<file path="config.mk">
export PLATFORM = sky130hd
export DESIGN_NAME = gcd_operand_stage_flat
export DESIGN_NICKNAME = d
export VERILOG_FILES = /design/src/rtl/gcd_pkg.sv /design/src/rtl/gcd_operand_stage_if.sv /design/src/rtl/gcd_operand_reg.sv /design/src/rtl/gcd_operand_stage.sv /design/src/flat_wrapper.sv
export SDC_FILE = /design/constraint.sdc
export NUM_CORES = 1
export LEC_CHECK = 0
export CAP_MARGIN = 30
export CORE_UTILIZATION = 41
export CTS_CLUSTER_SIZE = 24
export DETAILED_ROUTE_END_ITERATION = 7
export PLACE_DENSITY = 0.76
export SYNTH_ARGS = -nofsm -noshare
export SYNTH_HDL_FRONTEND = slang
export SYNTH_SLANG_ARGS = --single-unit
</file>
<file path="constraint.sdc">
create_clock -name clk -period 1.78 [get_ports clk]
set_input_delay 0.267 -clock clk [delete_from_list [all_inputs] [get_ports clk]]
set_output_delay 0.267 -clock clk [all_outputs]
set_load 0.01 [all_outputs]
</file>
<file path="src/rtl/gcd_pkg.sv">
// Shared encodings for the GCD operand stage: per-operand update selects and FSM states.
package gcd_pkg;

  localparam logic [1:0] SEL_HOLD = 2'b00;
  localparam logic [1:0] SEL_FB   = 2'b01;
  localparam logic [1:0] SEL_SWAP = 2'b10;
  localparam logic [1:0] SEL_RSV  = 2'b11;

  typedef enum logic [1:0] {
    IDLE = 2'd0,
    RUN  = 2'd1,
    DONE = 2'd2
  } state_e;

endpackage

</file>
<file path="src/rtl/gcd_operand_stage_if.sv">
// Operand-in and result-out valid/ready channels of the GCD operand stage.
interface gcd_operand_stage_if #(
  parameter int WIDTH = 5
);

  logic             in_valid;
  logic             in_ready;
  logic [WIDTH-1:0] in_a;
  logic [WIDTH-1:0] in_b;
  logic             out_valid;
  logic             out_ready;
  logic [WIDTH-1:0] out_data;
  logic             timeout;

  modport master (
    output in_valid, in_a, in_b, out_ready,
    input  in_ready, out_valid, out_data, timeout
  );

  modport slave (
    input  in_valid, in_a, in_b, out_ready,
    output in_ready, out_valid, out_data, timeout
  );

endinterface

</file>
<file path="src/rtl/gcd_operand_reg.sv">
// One GCD operand register: external load wins, otherwise hold / feedback / take-other when enabled.
module gcd_operand_reg
  import gcd_pkg::*;
#(
  parameter int WIDTH = 5
) (
  input  logic             clk,
  input  logic             rst_n,
  input  logic             load_ext,
  input  logic [WIDTH-1:0] ext,
  input  logic [1:0]       sel,
  input  logic [WIDTH-1:0] fb,
  input  logic [WIDTH-1:0] other,
  input  logic             en,
  output logic [WIDTH-1:0] q
);

  logic [WIDTH-1:0] q_reg;

  always_ff @(posedge clk or negedge rst_n) begin
    if (!rst_n) begin
      q_reg <= '0;
    end else if (load_ext) begin
      q_reg <= ext;
    end else if (en) begin
      case (sel)
        SEL_FB:            q_reg <= fb;
        SEL_SWAP:          q_reg <= other;
        SEL_HOLD, SEL_RSV: q_reg <= q_reg;
      endcase
    end
  end

  assign q = q_reg;

endmodule

</file>
<file path="src/rtl/gcd_operand_stage.sv">
// Registered GCD operand stage: accepts an operand pair, iterates under controller selects,
// and hands back the result with a MAX_ITER timeout guard.
module gcd_operand_stage
  import gcd_pkg::*;
#(
  parameter int WIDTH       = 5,
  parameter int CNT_W       = 8,
  parameter int MAX_ITER    = 255,
  parameter bit AUTO_FINISH = 1'b1
) (
  input  logic                 clk,
  input  logic                 rst_n,
  gcd_operand_stage_if.slave   bus,
  input  logic [1:0]           sel_a,
  input  logic [1:0]           sel_b,
  input  logic [WIDTH-1:0]     fb_a,
  input  logic [WIDTH-1:0]     fb_b,
  input  logic                 finish,
  output logic [WIDTH-1:0]     a_q,
  output logic [WIDTH-1:0]     b_q,
  output logic                 a_eq_b,
  output logic                 a_lt_b,
  output logic                 busy,
  output logic [CNT_W-1:0]     iter_cnt
);

  localparam logic [CNT_W-1:0] ITER_LIMIT = CNT_W'(MAX_ITER);
  localparam logic [CNT_W-1:0] CNT_MAX    = '1;

  state_e           state_reg, state_next;
  logic [CNT_W-1:0] iter_cnt_reg, iter_cnt_next;
  logic [WIDTH-1:0] out_data_reg, out_data_next;
  logic             timeout_reg, timeout_next;

  logic             accept, zero_pair, auto_done, run_stop, step;
  logic [WIDTH-1:0] ops_q   [2];
  logic [WIDTH-1:0] ops_ext [2];
  logic [WIDTH-1:0] ops_fb  [2];
  logic [1:0]       ops_sel [2];

  assign ops_ext[0] = bus.in_a;
  assign ops_ext[1] = bus.in_b;
  assign ops_fb[0]  = fb_a;
  assign ops_fb[1]  = fb_b;
  assign ops_sel[0] = sel_a;
  assign ops_sel[1] = sel_b;

  // Each register sees the other's current value, so a double swap exchanges them in one cycle.
  genvar gi;
  generate
    for (gi = 0; gi < 2; gi++) begin : g_opnd
      gcd_operand_reg #(.WIDTH(WIDTH)) u_reg (
        .clk      (clk),
        .rst_n    (rst_n),
        .load_ext (accept),
        .ext      (ops_ext[gi]),
        .sel      (ops_sel[gi]),
        .fb       (ops_fb[gi]),
        .other    (ops_q[1-gi]),
        .en       (step),
        .q        (ops_q[gi])
      );
    end
  endgenerate

  assign a_q    = ops_q[0];
  assign b_q    = ops_q[1];
  assign a_eq_b = (a_q == b_q);
  assign a_lt_b = (a_q < b_q);

  assign accept    = (state_reg == IDLE) && bus.in_valid;
  assign zero_pair = (bus.in_a == '0) || (bus.in_b == '0);
  assign auto_done = AUTO_FINISH && a_eq_b;
  assign run_stop  = finish || auto_done || (iter_cnt_reg == ITER_LIMIT);
  assign step      = (state_reg == RUN) && !run_stop;

  always_comb begin
    state_next    = state_reg;
    iter_cnt_next = iter_cnt_reg;
    out_data_next = out_data_reg;
    timeout_next  = timeout_reg;
    case (state_reg)
      IDLE: begin
        if (bus.in_valid) begin
          iter_cnt_next = '0;
          timeout_next  = 1'b0;
          if (zero_pair) begin
            state_next    = DONE;
            out_data_next = bus.in_a | bus.in_b;
          end else begin
            state_next = RUN;
          end
        end
      end
      RUN: begin
        if (run_stop) begin
          state_next    = DONE;
          out_data_next = a_q;
          // Only the iteration limit, not finish or equality, marks a forced result.
          timeout_next  = !finish && !auto_done;
        end else if (iter_cnt_reg != CNT_MAX) begin
          iter_cnt_next = iter_cnt_reg + 1'b1;
        end
      end
      DONE: begin
        if (bus.out_ready) begin
          state_next = IDLE;
        end
      end
      default: state_next = IDLE;
    endcase
  end

  always_ff @(posedge clk or negedge rst_n) begin
    if (!rst_n) begin
      state_reg    <= IDLE;
      iter_cnt_reg <= '0;
      out_data_reg <= '0;
      timeout_reg  <= 1'b0;
    end else begin
      state_reg    <= state_next;
      iter_cnt_reg <= iter_cnt_next;
      out_data_reg <= out_data_next;
      timeout_reg  <= timeout_next;
    end
  end

  assign bus.in_ready  = (state_reg == IDLE);
  assign bus.out_valid = (state_reg == DONE);
  assign bus.out_data  = out_data_reg;
  assign bus.timeout   = timeout_reg;
  assign busy          = (state_reg == RUN);
  assign iter_cnt      = iter_cnt_reg;

endmodule

</file>
<file path="src/flat_wrapper.sv">
// flat-port wrapper written by rule: the top's interface ports become plain ports
module gcd_operand_stage_flat import gcd_pkg::*;
#(
  parameter int WIDTH       = 5,
  parameter int CNT_W       = 8,
  parameter int MAX_ITER    = 255,
  parameter bit AUTO_FINISH = 1'b1
)
  (clk, rst_n, sel_a, sel_b, fb_a, fb_b, finish, a_q, b_q, a_eq_b, a_lt_b, busy, iter_cnt, bus_in_valid, bus_in_a, bus_in_b, bus_out_ready, bus_in_ready, bus_out_valid, bus_out_data, bus_timeout);
  gcd_operand_stage_if #(.WIDTH(WIDTH)) bus_i ();
  input  logic clk;
  input  logic rst_n;
  input  logic [1:0] sel_a;
  input  logic [1:0] sel_b;
  input  logic [WIDTH-1:0] fb_a;
  input  logic [WIDTH-1:0] fb_b;
  input  logic finish;
  output logic [WIDTH-1:0] a_q;
  output logic [WIDTH-1:0] b_q;
  output logic a_eq_b;
  output logic a_lt_b;
  output logic busy;
  output logic [CNT_W-1:0] iter_cnt;
  input wire logic [$bits(bus_i.in_valid)-1:0] bus_in_valid;
  input wire logic [$bits(bus_i.in_a)-1:0] bus_in_a;
  input wire logic [$bits(bus_i.in_b)-1:0] bus_in_b;
  input wire logic [$bits(bus_i.out_ready)-1:0] bus_out_ready;
  output wire logic [$bits(bus_i.in_ready)-1:0] bus_in_ready;
  output wire logic [$bits(bus_i.out_valid)-1:0] bus_out_valid;
  output wire logic [$bits(bus_i.out_data)-1:0] bus_out_data;
  output wire logic [$bits(bus_i.timeout)-1:0] bus_timeout;
  assign bus_i.in_valid = bus_in_valid;
  assign bus_i.in_a = bus_in_a;
  assign bus_i.in_b = bus_in_b;
  assign bus_i.out_ready = bus_out_ready;
  assign bus_in_ready = bus_i.in_ready;
  assign bus_out_valid = bus_i.out_valid;
  assign bus_out_data = bus_i.out_data;
  assign bus_timeout = bus_i.timeout;
  gcd_operand_stage #(.WIDTH(WIDTH), .CNT_W(CNT_W), .MAX_ITER(MAX_ITER), .AUTO_FINISH(AUTO_FINISH)) u_core (.clk(clk), .rst_n(rst_n), .bus(bus_i), .sel_a(sel_a), .sel_b(sel_b), .fb_a(fb_a), .fb_b(fb_b), .finish(finish), .a_q(a_q), .b_q(b_q), .a_eq_b(a_eq_b), .a_lt_b(a_lt_b), .busy(busy), .iter_cnt(iter_cnt));
endmodule
</file>
# == Word-level counts from Yosys, hierarchy flattened ==
# Cells that the tools add are included.
# op_classes
add_sub_neg,1
n_mul,0
n_div,0
order_cmp,1
eq_ne,19
shifts,0
mux,22
bitwise,1
n_reduce_logical,24
# ops
op,n
$mux W5,7
$pmux W5 S2,3
$mux W8,3
$pmux W8 S2,1
$eq A2 B2 Y1 const B,5
$logic_not A5 Y1,2
$ne A2 B1 Y1 const B,5
$add A8 B1 Y8 const B,1
$eq A8 B8 Y1 const B,1
$mux W2,4
$ne A8 B8 Y1 const B,1
$reduce_and A4 Y1,2
$eq A2 B1 Y1 const B,3
$logic_not A2 Y1,3
$ne A2 B2 Y1 const B,3
$pmux W2 S3,1
$reduce_and A3 Y1,2
$eq A5 B5 Y1,1
$lt A5 B5 Y1,1
$or A5 B5 Y5,1
$reduce_and A2 Y1,2
$reduce_bool A2 Y1,2
$reduce_or A2 Y1,2
$logic_and A1 B1 Y1,3
other kinds (4),9
# word_totals
reg_bits,26
latch_bits,0
ramBits,0
rom_bits,0
output_inout_bits,29
n_memories,0

# == Logic depth before layout (Yosys ltp) ==
# depth
word_depth,7
ltp_mapped,7
ltp_nobuf,7

# == Cells and area by module ==
# From an unflattened synthesis, not the netlist that was laid out.
# unflattened
cells_unflattened,181
area_unflattened_um2,1866.8
# modules_own_cells
module,n_inst,cells_per_inst,area_per_inst_um2
gcd_operand_stage,1,109,1083.5
gcd_operand_reg,2,36,391.6

# == Worst setup path after synthesis ==
# No wires, ideal clock.
# synth_path
path_kind,flip-flop to flip-flop
from,register u_core.g_opnd[0].u_reg.q_reg[3]
to,"register u_core.out_data_reg[0], in the netlist u_core.bus.out_data[0]"
t_arrival_ns,1.851
required_ns,1.655
setup_slack_ns,-0.196
path_stages_with_launch,7
n_path_buf,0
path_cell_list,dfrtp_1 -> ha_1 -> and3_1 -> a311oi_2 -> and2_4 -> nor2_8 -> mux2_4
# synth_via
elab_chain_len,5
# synth_lines
element,line_no,rtl
"start, declared",gcd_operand_reg.sv:18,logic [WIDTH-1:0] q_reg;
"start signal, assigned",gcd_operand_reg.sv:24,q_reg <= ext;
"start signal, assigned",gcd_operand_reg.sv:28,SEL_SWAP: q_reg <= other;
"start signal, assigned",gcd_operand_reg.sv:29,"SEL_HOLD, SEL_RSV: q_reg <= q_reg;"
$eq A5 B5 Y1,gcd_operand_stage.sv:68,assign a_eq_b = (a_q == b_q);
$logic_or A1 B1 Y1 (2 in series),gcd_operand_stage.sv:74,assign run_stop = finish || auto_done || (iter_cnt_reg == ITER_LIMIT);
$ne A2 B1 Y1 (no line),-,
$reduce_and A4 Y1 (no line),-,
"end signal, assigned",gcd_operand_stage.sv:123,out_data_reg <= out_data_next;
"end, declared",gcd_operand_stage.sv:32,"logic [WIDTH-1:0] out_data_reg, out_data_next;"
# Every way passes these cells.
# A chain may end at the register's enable or synchronous reset.

# == Worst setup path in the final report ==
# layout_path
from,register u_core.g_opnd[0].u_reg.q_reg[4]
to,register u_core.g_opnd[1].u_reg.q_reg[1]
# layout_via
elab_chain_len,7
# layout_lines
element,line_no,rtl
$eq A5 B5 Y1,gcd_operand_stage.sv:68,
$logic_or A1 B1 Y1 (2 in series),gcd_operand_stage.sv:74,
$logic_not A1 Y1,gcd_operand_stage.sv:75,assign step = (state_reg == RUN) && !run_stop;
$logic_and A1 B1 Y1,gcd_operand_stage.sv:75,
$reduce_bool A2 Y1 (no line),-,
$reduce_and A2 Y1 (no line),-,
"end signal, assigned",gcd_operand_reg.sv:24,
"end signal, assigned",gcd_operand_reg.sv:28,
"end signal, assigned",gcd_operand_reg.sv:29,
"end, declared",gcd_operand_reg.sv:18,
# Every way passes these cells.

==> impl_metrics.toml <==
[floorplan]
core_mm2 = 0.00403
start_util_pct = 43.1
fp.dieH_um = 67.1
dieArea_mm2 = 0.00450
die-width_um = 67.1
rows = 23
pin_count = 58

[layout]
layout-drive-gt1-share_pct = 37.5
finalNetCount = 339
largest_reg_flops = 10
fin_util_pct = 76.3
mostFrequentLayoutCells = "buf_4, clkdlybuf4s50_1, dfrtp_1"
area_growth_pct = 77.2
antenna_cells = 0
fin_area_mm2 = 0.00308
layout_commonest_cell = "buf_4"

[clocking]
cts_tree = "built"
h-tree-depth = 1
root_buffer = "clkbuf_8"
clock_sinks = 26
clk_path_buf_depth = 2
clk_latency_ps = 280
postCtsHoldBufs = 0
numCtsBuffers = 3
path_clk_slew_ps = 90

[sta]
fmax_mhz = 487
hold_viol_final = 0
rsz0062_at_grt = "true"
slew_headroom_pct = 65.6
min_period_ps = 2050
slew_viol_final = 0
finalSetupViolCount = 27
tightest_slew_ps = 516
holdWs_ps = 351
final.setup_skew_ps = 1.94
post-route-period-util_pct = 115
setup_ws_ps = -274

[yosys]
synth_simple_gate_area_share_pct = 24.2
synth_area_per_cell_um2 = 9.18
synth_warnings = 0
synthTopCellsByArea = "dfrtp_1, ha_1, nand2_1"
synth_cell_types = 39
synth_adder_area_share_pct = 5.77
synth_edf_count = 0
synthesis.nets = 226
syn_area_mm2 = 0.00174
synthXorXnorAreaFrac_pct = 1.01
synth_compound_area_share_pct = 23.6
synth_top_family_by_area = "simple AND/OR/NAND/NOR gates"
synth_top_area_share_pct = 37.5
synth_seq_area_share_pct = 37.5
synth_largest_area_cell = "dfrtp_1"
ys_seq_elements = 26
synth_cells = 189
synth_ff_type = "dfrtp_1"
synthArstFlopShare_pct = 100
muxShareOfSynthArea_pct = 4.33

[setup_path]
worst-path-max-fanout = 8
end_kind = "flip-flop"
path_buf_inv = 2
cp.required_ps = 1940
start_kind = "flip-flop"
cp.arrival_ps = 2210
crit_type = "reg -> reg"
cp_top_family = "compound AO/OA/AOI/OAI gates"
cp_cell_sequence = "ha_4 -> and3_4 -> buf_6 -> a311o_4 -> buf_4 -> nor2_4 -> o311ai_1"
slowest_delay_ps = 420
r2r_setup_slack_ps = -270
slowest_stage = "dfrtp_1"

[routing]
drc_errors = 0
vias_per_cell = 5.86
drt_iter0_markers = 132
via_count = 2058
routedWlPerCell_um = 19.0
wirelength_um = 6660
ant_nets = 0
drt-pass1-iter-count = 5

[min_path]
hold_path.class = "in -> async"

[job]
maxCapViolCount = 0

[run_status]
violations = "setup timing"
status = "finished, violations left"

[power]
max-vdd-ir-drop_v = 0.000944
power_uw = 4630
powerDensity_mw_per_mm2 = 1510
leakagePower_uw = 0.00134

[global_route]
grt_use_total_pct = 28.6
overflow = 0
grt_max_degree = 27
grt_pass1_wl_um = 9320
grt_pass1_vias = 1837
antenna_found_initial = 0

[placement]
pre_cts_ws_ps = -408
place.gp.congestion = 0.854
place_hpwl_um = 4060
port_buffers = 57
post_dp_cell_area_mm2 = 0.00273
repair_timing:
item	CTS	global route
resized for setup	28	33
endpoints found under the setup margin	29	29
pin swaps	22	8
gates cloned	1	0
setup buffers	4	5
per-stage QoR:
stage	cells	setup TNS [ps]
floorplan	189	-171
global placement	337	-4230
detailed placement	337	-5090
CTS	346	-2890
global route	351	-5410
finish	351	-3810
synth_stat cells, drive strengths merged (2+ instances only):
cell,instances
mux2,5
and2,2
o311ai,5
a21o,2
o21bai,2
nor3,6
and3,4
a21oi,8
inv,10
clkbuf,4
dfrtp,26
ha,8
nand2,26
nand4,2
nor2,22
xnor2,2
a31oi,2
o2111ai,5
o21ai,17
o31ai,7
o211ai,2
nand2b,7
buf,2
nand3,4
metal layers:
layer	up-vias	global-route usage, %	part of all wire [%]
met5	-	0	0
met4	0	12.8	4.1
met1	1012	38.8	39
met2	105	44.0	51
met3	28	4.79	6.5
li1	913	-	-
power by group:
group	internal, uW	leakage (uW)	switching, uW	total, uW
Combinational	1660	0.000979	1500	3160
Clock	302	0.0000357	205	506
Sequential	805	0.000328	163	968
Total	2770	0.00134	1870	4630
cells by family after synthesis:
logic type,after synthesis
buffers and inverters,16
xor gates and xnor gates,2
and+or+nand+nor,78
muxes,5
adders and majority gates,8
AOI/OAI and AO/OA,54
DFF,26
cell type report:
| class | count | area (um^2) |
|---|---|---|
| repair buffers | 113 | 996 |
| clock inverters | 1 | 30.0 |
| well taps | 50 | 62.6 |
| fillers | 259 | 953 |
| inverters | 10 | 37.5 |
| multi-input cells | 148 | 1260 |
| flip-flops and latches | 26 | 651 |
| clock buffers | 3 | 41.3 |
path summary, 6_finish.rpt:
| path | start | end | cells past startpoint |
|---|---|---|---|
| setup reg to reg | u_core.g_opnd[0].u_reg.q[4] | u_core.g_opnd[1].u_reg.q[1] | 7 |
| max in group asynchronous | rst_n | u_core.bus.out_data[2] | 2 |
| hold / removal | rst_n | u_core.iter_cnt[7] | 2 |
| setup / recovery | u_core.g_opnd[0].u_reg.q[4] | u_core.g_opnd[1].u_reg.q[1] | 7 |
| hold reg to reg | u_core.bus.out_data[3] | u_core.bus.out_data[3] | 1 |
| min in group clk | u_core.bus.out_data[3] | u_core.bus.out_data[3] | 1 |
Note: power is estimated with default switching activity, not from simulation.
